$ cat src/rtl/seg_text_scroller.sv
`default_nettype none
// ============================================================================
// Module      : seg_text_scroller
// Description : Message buffer and right-to-left scroller that feeds two ASCII
//               character codes to the 7-segment character encoders.
// Revision    : 1.0 - initial release
// ============================================================================
module seg_text_scroller #(
  parameter int MSG_DEPTH   = 16,
  parameter int STEP_CYCLES = 12500000
) (
  input  logic                           i_Clk,
  input  logic                           i_Rst,
  input  logic                           i_Wr_DV,
  input  logic [7:0]                     i_Wr_Byte,
  input  logic                           i_Clear,
  input  logic                           i_Start,
  input  logic                           i_Stop,
  input  logic                           i_Loop,
  output logic [7:0]                     o_Char_Left,
  output logic [7:0]                     o_Char_Right,
  output logic                           o_Char_DV,
  output logic                           o_Busy,
  output logic                           o_Full,
  output logic [$clog2(MSG_DEPTH+1)-1:0] o_Len
);

  localparam int LW = $clog2(MSG_DEPTH + 1);
  localparam int AW = $clog2(MSG_DEPTH);
  localparam int TW = $clog2(STEP_CYCLES);
  localparam logic [LW-1:0] c_DEPTH     = LW'(MSG_DEPTH);
  localparam logic [TW-1:0] c_LAST_TICK = TW'(STEP_CYCLES - 1);
  localparam logic [7:0]    c_BLANK     = 8'h20;

  typedef enum logic [0:0] {
    ST_IDLE   = 1'b0,
    ST_SCROLL = 1'b1
  } state_t;

  state_t        state_q, state_d;
  logic [LW-1:0] len_q, len_d;
  logic [LW-1:0] frame_q, frame_d;
  logic [LW-1:0] frame_nxt;
  logic [TW-1:0] timer_q, timer_d;
  logic [7:0]    left_q, left_d;
  logic [7:0]    right_q, right_d;
  logic          dv_q, dv_d;
  logic          full_q;
  logic          wr_en;
  logic [7:0]    nxt_left, nxt_right;
  logic [7:0]    msg_q [MSG_DEPTH];

  // Index of the frame that follows the current one; a fresh scroll or a wrap starts at 0.
  always_comb begin
    frame_nxt = frame_q + LW'(1);
    if (state_q == ST_IDLE || frame_q == len_q) begin
      frame_nxt = '0;
    end
  end

  // Character pair for frame_nxt: text enters on the right and leaves on the left.
  always_comb begin
    nxt_left  = c_BLANK;
    nxt_right = c_BLANK;
    if (frame_nxt != '0) begin
      nxt_left = msg_q[AW'(frame_nxt - LW'(1))];
    end
    if (frame_nxt < len_q) begin
      nxt_right = msg_q[AW'(frame_nxt)];
    end
  end

  // Next-state logic: buffer management in IDLE, step timing and frame sequencing in SCROLL.
  always_comb begin
    state_d = state_q;
    len_d   = len_q;
    frame_d = frame_q;
    timer_d = timer_q;
    left_d  = left_q;
    right_d = right_q;
    dv_d    = 1'b0;
    wr_en   = 1'b0;
    case (state_q)
      ST_IDLE: begin
        if (i_Clear) begin
          len_d = '0;
        end else if (i_Start && len_q != '0) begin
          state_d = ST_SCROLL;
          frame_d = '0;
          timer_d = '0;
          left_d  = nxt_left;
          right_d = nxt_right;
          dv_d    = 1'b1;
        end else if (i_Wr_DV && len_q != c_DEPTH) begin
          wr_en = 1'b1;
          len_d = len_q + LW'(1);
        end
      end
      ST_SCROLL: begin
        if (i_Stop) begin
          state_d = ST_IDLE;
          frame_d = '0;
          timer_d = '0;
          left_d  = c_BLANK;
          right_d = c_BLANK;
          dv_d    = 1'b1;
        end else if (timer_q == c_LAST_TICK) begin
          timer_d = '0;
          dv_d    = 1'b1;
          if (frame_q != len_q || i_Loop) begin
            frame_d = frame_nxt;
            left_d  = nxt_left;
            right_d = nxt_right;
          end else begin
            // Last frame held its full step with looping off: blank and go idle.
            state_d = ST_IDLE;
            frame_d = '0;
            left_d  = c_BLANK;
            right_d = c_BLANK;
          end
        end else begin
          timer_d = timer_q + TW'(1);
        end
      end
      default: begin
        state_d = ST_IDLE;
      end
    endcase
  end

  // Control and output registers; the message storage itself is never reset.
  always_ff @(posedge i_Clk or posedge i_Rst) begin
    if (i_Rst) begin
      state_q <= ST_IDLE;
      len_q   <= '0;
      frame_q <= '0;
      timer_q <= '0;
      left_q  <= c_BLANK;
      right_q <= c_BLANK;
      dv_q    <= 1'b0;
      full_q  <= 1'b0;
    end else begin
      state_q <= state_d;
      len_q   <= len_d;
      frame_q <= frame_d;
      timer_q <= timer_d;
      left_q  <= left_d;
      right_q <= right_d;
      dv_q    <= dv_d;
      full_q  <= (len_d == c_DEPTH);
    end
  end

  // Message buffer append; only reachable from IDLE so the text is frozen while scrolling.
  always_ff @(posedge i_Clk) begin
    if (wr_en) begin
      msg_q[len_q[AW-1:0]] <= i_Wr_Byte;
    end
  end

  assign o_Char_Left  = left_q;
  assign o_Char_Right = right_q;
  assign o_Char_DV    = dv_q;
  assign o_Busy       = (state_q == ST_SCROLL);
  assign o_Full       = full_q;
  assign o_Len        = len_q;

endmodule
`default_nettype wire

$ cat config.mk
export PLATFORM = sky130hd
export DESIGN_NAME = seg_text_scroller
export DESIGN_NICKNAME = d
export VERILOG_FILES = /design/src/rtl/seg_text_scroller.sv
export SDC_FILE = /design/constraint.sdc
export NUM_CORES = 1
export LEC_CHECK = 0
export CAP_MARGIN = 0
export CORE_MARGIN = 4
export CORE_UTILIZATION = 36
export CTS_CLUSTER_SIZE = 14
export DETAILED_ROUTE_END_ITERATION = 10
export GPL_TIMING_DRIVEN = 0
export SLEW_MARGIN = 15
export SYNTH_ARGS = -nofsm -noshare
export SYNTH_HDL_FRONTEND = slang
export SYNTH_SLANG_ARGS = --single-unit
$ cat constraint.sdc
create_clock -name i_Clk -period 4.8 [get_ports i_Clk]
set_input_delay 0.72 -clock i_Clk [delete_from_list [all_inputs] [get_ports i_Clk]]
set_output_delay 0.72 -clock i_Clk [all_outputs]
set_load 0.05 [all_outputs]
==> impl_summary.log <==
INFO  metric outcome = complete, no violations
INFO  metric gp_routability_congestion = 0.966
INFO  metric worstHoldPathCells = 2
INFO  metric crit-reg2reg-launch = o_Len[4]$_DFF_PP0_
INFO  metric track_usage = 23.9%
INFO  metric grt_start_max_net_pins = 54
INFO  metric detailedRoute.firstIterationViolations = 1241
INFO  metric synth.top_cells.by_area = edfxtp_1 (38%), dfrtp_1 (13%), nand2_1 (3.8%)
INFO  metric instances_no_fill = 1433
INFO  metric io_pins = 39
INFO  metric syn_nets = around 1000
INFO  metric cts.reportedPaths.clkPinSlew = 0.07 ns
INFO  metric finish.net_count = between 1000 and 1500
INFO  metric io_buffer_count = 38
INFO  metric global_route_wire_length_before_repair = 54900 um
INFO  metric maxCapViolations = 0
INFO  metric power.leakage = 3.99 nW
INFO  metric vias_per_cell = about 6.2
INFO  metric worst_ep_arrival_time = slightly above 5 ns
INFO  metric crit_path_end_kind = flip-flop
INFO  metric avgSynthCellArea = a little over 10 sq um
INFO  metric ys.warnings.count = 0
INFO  metric drive_above_1_share = 9.90%
INFO  metric routed_wire_length_per_instance = 25.8 um
INFO  metric slew_headroom = 17.8%
INFO  metric synth_compound_gate_area_share = roughly a fifth
INFO  metric clock_tree.buffer_depth = 2
INFO  metric grt_antenna_before_repair = 1
INFO  metric synth_cells = a little under 1000
INFO  metric grt_remaining_overflow = 0
INFO  metric die_width = 175 um
INFO  metric synth-seq-cells = 181
INFO  metric reg2regPathDepth = 14
INFO  metric drt_first_pass_iters = 5
INFO  metric seqCellArea = 5170 sq um
INFO  metric nFillCells = 2656
INFO  metric largest_family_of_logic_cells_by_synthesized_area = compound AO/OA/AOI/OAI gates
INFO  metric route.vias.total = 8897
INFO  metric synth_enable_flop_cells = 128
INFO  metric timing.final.setup_violations = 0
INFO  metric top_ff_cell_synth = edfxtp_1
INFO  metric achievable_frequency = 0.213 GHz
INFO  metric synthMuxAreaShare = 4.03%
INFO  metric crit_fanout = 10
INFO  metric dpl.cell_count = 1402
INFO  metric timing.setup.critical_path_class = flip-flop to flip-flop
INFO  metric core = 27200 sq um
INFO  metric num_antenna_cells = 0
INFO  metric row_count = 60
INFO  metric final_number_of_max_transition_violations = 0
INFO  metric multi_input_area = 4480 sq um
INFO  metric synth_adder_area_share = between 1 and 1.5%
INFO  metric power_density = 454 nW/um^2
INFO  metric synth.cells.most_frequent = edfxtp_1 (128), nand2_1 (102), nor2_1 (78), a21oi_1 (57), o21ai_0 (53)
INFO  metric ys_async_sr_fraction = 29.3%
INFO  metric via_count_of_the_first_global_routing_pass = 8573
INFO  metric root_buffer = clkbuf_16
INFO  metric vdd_ir_drop_max = 0.000282 V
INFO  metric power = 5.26 mW
INFO  metric starting_density_of_the_core = 36.9%
INFO  metric period_minus_slack = 4.69 ns
INFO  metric worst-endpoint-required = 5.14 ns
INFO  metric tritoncts_clock_tree = done
INFO  metric area.growth.synth_to_final = 15.4%
INFO  metric tritoncts.num_buffers = 17
INFO  metric fp.dieArea = 30600 sq um
INFO  metric fin_hold_viols = 0
INFO  metric fin_crit_share = 97.8%
INFO  metric final_hold_slack = 0.488 ns
INFO  metric tns = 0 ns
INFO  metric cts_hold_fix_bufs = 0
INFO  metric htreeDepth = 4
INFO  metric yosys.cell_types.count = 78
INFO  metric drc = 0
INFO  metric clkLatencyLatePin = ~0.44 ns
INFO  metric min_delay_worst_endpoint = o_Char_Right[2]$_DFFE_PP0P_
INFO  metric synth_largest_type_area_fraction = 38.3%
INFO  metric ant_nets = 0
INFO  metric detailed_place_hpwl = 26400 um
INFO  metric worstHoldStart = o_Char_Right[2]$_DFFE_PP0P_
INFO  metric timing.critical_path.from_type = flip-flop
INFO  metric post_synth_xor_area_fraction = 2.86%
INFO  metric seq_area_frac_synth = 51.5%
INFO  metric timing.hold.worst.class = flip-flop to flip-flop
INFO  metric synth_top_cell_by_area = edfxtp_1
INFO  metric synth.most_common_cell = edfxtp_1
INFO  metric worst_r2r_endpoint = o_Char_Left[1]$_DFFE_PP0P_
INFO  metric worstMarginPinSlew = about 1.2 ns
INFO  metric clock_skew = approximately 0.012 ns
INFO  metric clock_sink_count = 181
INFO  metric layout.core_utilization = 42.6%
INFO  metric die_height = 175 um
INFO  metric drt-total-wl = 37000 um
INFO  metric syn-cell-area = 10000 sq um
INFO  metric ff2ff_setup_slack = 0.11 ns
INFO  metric synth-simple-area-share = 16.8%
==> registers in the layout, summed over array words and instances (netlist names) <==
| register | flops |
|---|---|
| msg_q | 128 |
| o_Char_DV | 1 |
| o_Char_Right | 8 |
| frame_q | 5 |
| o_Len | 5 |
| o_Busy | 1 |
| o_Char_Left | 8 |
| timer_q | 24 |
| o_Full | 1 |
==> how the worst max path moves through the flow <==
stage | cells past startpoint | startpoint | endpoint | slack (ns)
6_report | 14 | o_Len[4]$_DFF_PP0_ | o_Char_Left[1]$_DFFE_PP0P_ | 0.11
5_1_grt | 14 | o_Len[4]$_DFF_PP0_ | o_Char_Left[0]$_DFFE_PP0P_ | -0.02
4_1_cts | 14 | o_Len[1]$_DFF_PP0_ | o_Char_Left[3]$_DFFE_PP0P_ | 0.04
3_5_place_dp | 13 | o_Len[1]$_DFF_PP0_ | o_Char_Left[2]$_DFFE_PP0P_ | -0.29
3_3_place_gp | 13 | o_Len[1]$_DFF_PP0_ | o_Char_Left[2]$_DFFE_PP0P_ | -0.38
2_1_floorplan | 13 | o_Len[1]$_DFF_PP0_ | o_Char_Left[5]$_DFFE_PP1P_ | 1.21
==> metrics by stage <==
step | setup slack, ns | instance area (sq um)
6_report | 0.106 | 11600
2_1_floorplan | 1.21 | 10000
3_5_place_dp | -0.289 | 10900
4_1_cts | 0.0432 | 11500
5_1_grt | -0.0160 | 11600
3_3_place_gp | -0.381 | 10900
==> layout by cell type (no fill, tap or decap), types with 6 or more instances in the layout <==
cell               n
or3_1             19
clkbuf_16         17
mux2i_1           37
xnor2_1           18
nand3_1           34
o221ai_1          11
buf_2             16
clkdlybuf4s50_1   38
o32ai_1           21
clkbuf_1          40
dfrtp_1           51
a22oi_1           15
nor3_1            42
a21oi_1           57
o21ai_0           53
a221oi_1          16
nor4b_2            8
o31ai_1           13
nand2b_1          11
and3_1             6
a32oi_1            7
ha_1              10
nand4_1           10
inv_6              7
o211ai_1           8
edfxtp_1         128
xor2_1            11
inv_1             34
nor2_1            75
nand2_1          102
a31oi_1           32
==> power breakdown <==
group          internal, mW  switching [mW]  total, mW  leakage [nW]
Clock                 0.779           0.656       1.43         0.284
Sequential             1.76          0.0734       1.84          1.88
Combinational         0.574            1.42       1.99          1.83
==> what timing repair did <==
item,in CTS,in global routing
resized for setup,10,7
cloned,0,0
endpoints found under the setup margin,8,8
buffers inserted,0,0
==> cell families after synthesis <==
| family | count (synthesis) |
|---|---|
| AO/OA/AOI/OAI | 275 |
| XOR/XNOR | 31 |
| adder cells (fa/ha/maj) | 11 |
| buffers and inverters | 110 |
| flip-flops | 181 |
| multiplexers | 40 |
| AND/OR/NAND/NOR | 343 |
==> final cells by class <==
| type | instances | area share, % |
|---|---|---|
| sequential | 181 | 44.7 |
| timing repair buffer | 39 | 3.35 |
| multi-input combinational | 700 | 38.7 |
| inverter | 38 | 1.25 |
| clock inverter | 15 | 1.42 |
| clock buffer | 17 | 3.67 |
| buffer | 71 | 2.92 |
| tap | 372 | 4.02 |
==> critical path: stages, from the launching register on <==
cell      delay [ns]
dfrtp_1         0.45
xnor2_1         0.40
nand4_4         0.33
o21ai_4         0.35
buf_2           0.38
clkbuf_4        0.38
ha_1            0.34
buf_2           0.22
nand3_1         0.30
clkbuf_2        0.35
o32ai_1         0.15
a21oi_1         0.15
nor4b_2         0.41
a31oi_1         0.13
o221ai_1        0.24
==> routing by layer <==
metal / track usage, % / up-vias / wire length [um]
li1: - / 3880 / -
met1: 31.7 / 4373 / 14800
met5: 0 / - / 19
met4: 9.17 / 2 / 1530
met3: 7.10 / 94 / 4070
met2: 37.1 / 548 / 16500
(Power assumes the default switching activity.)
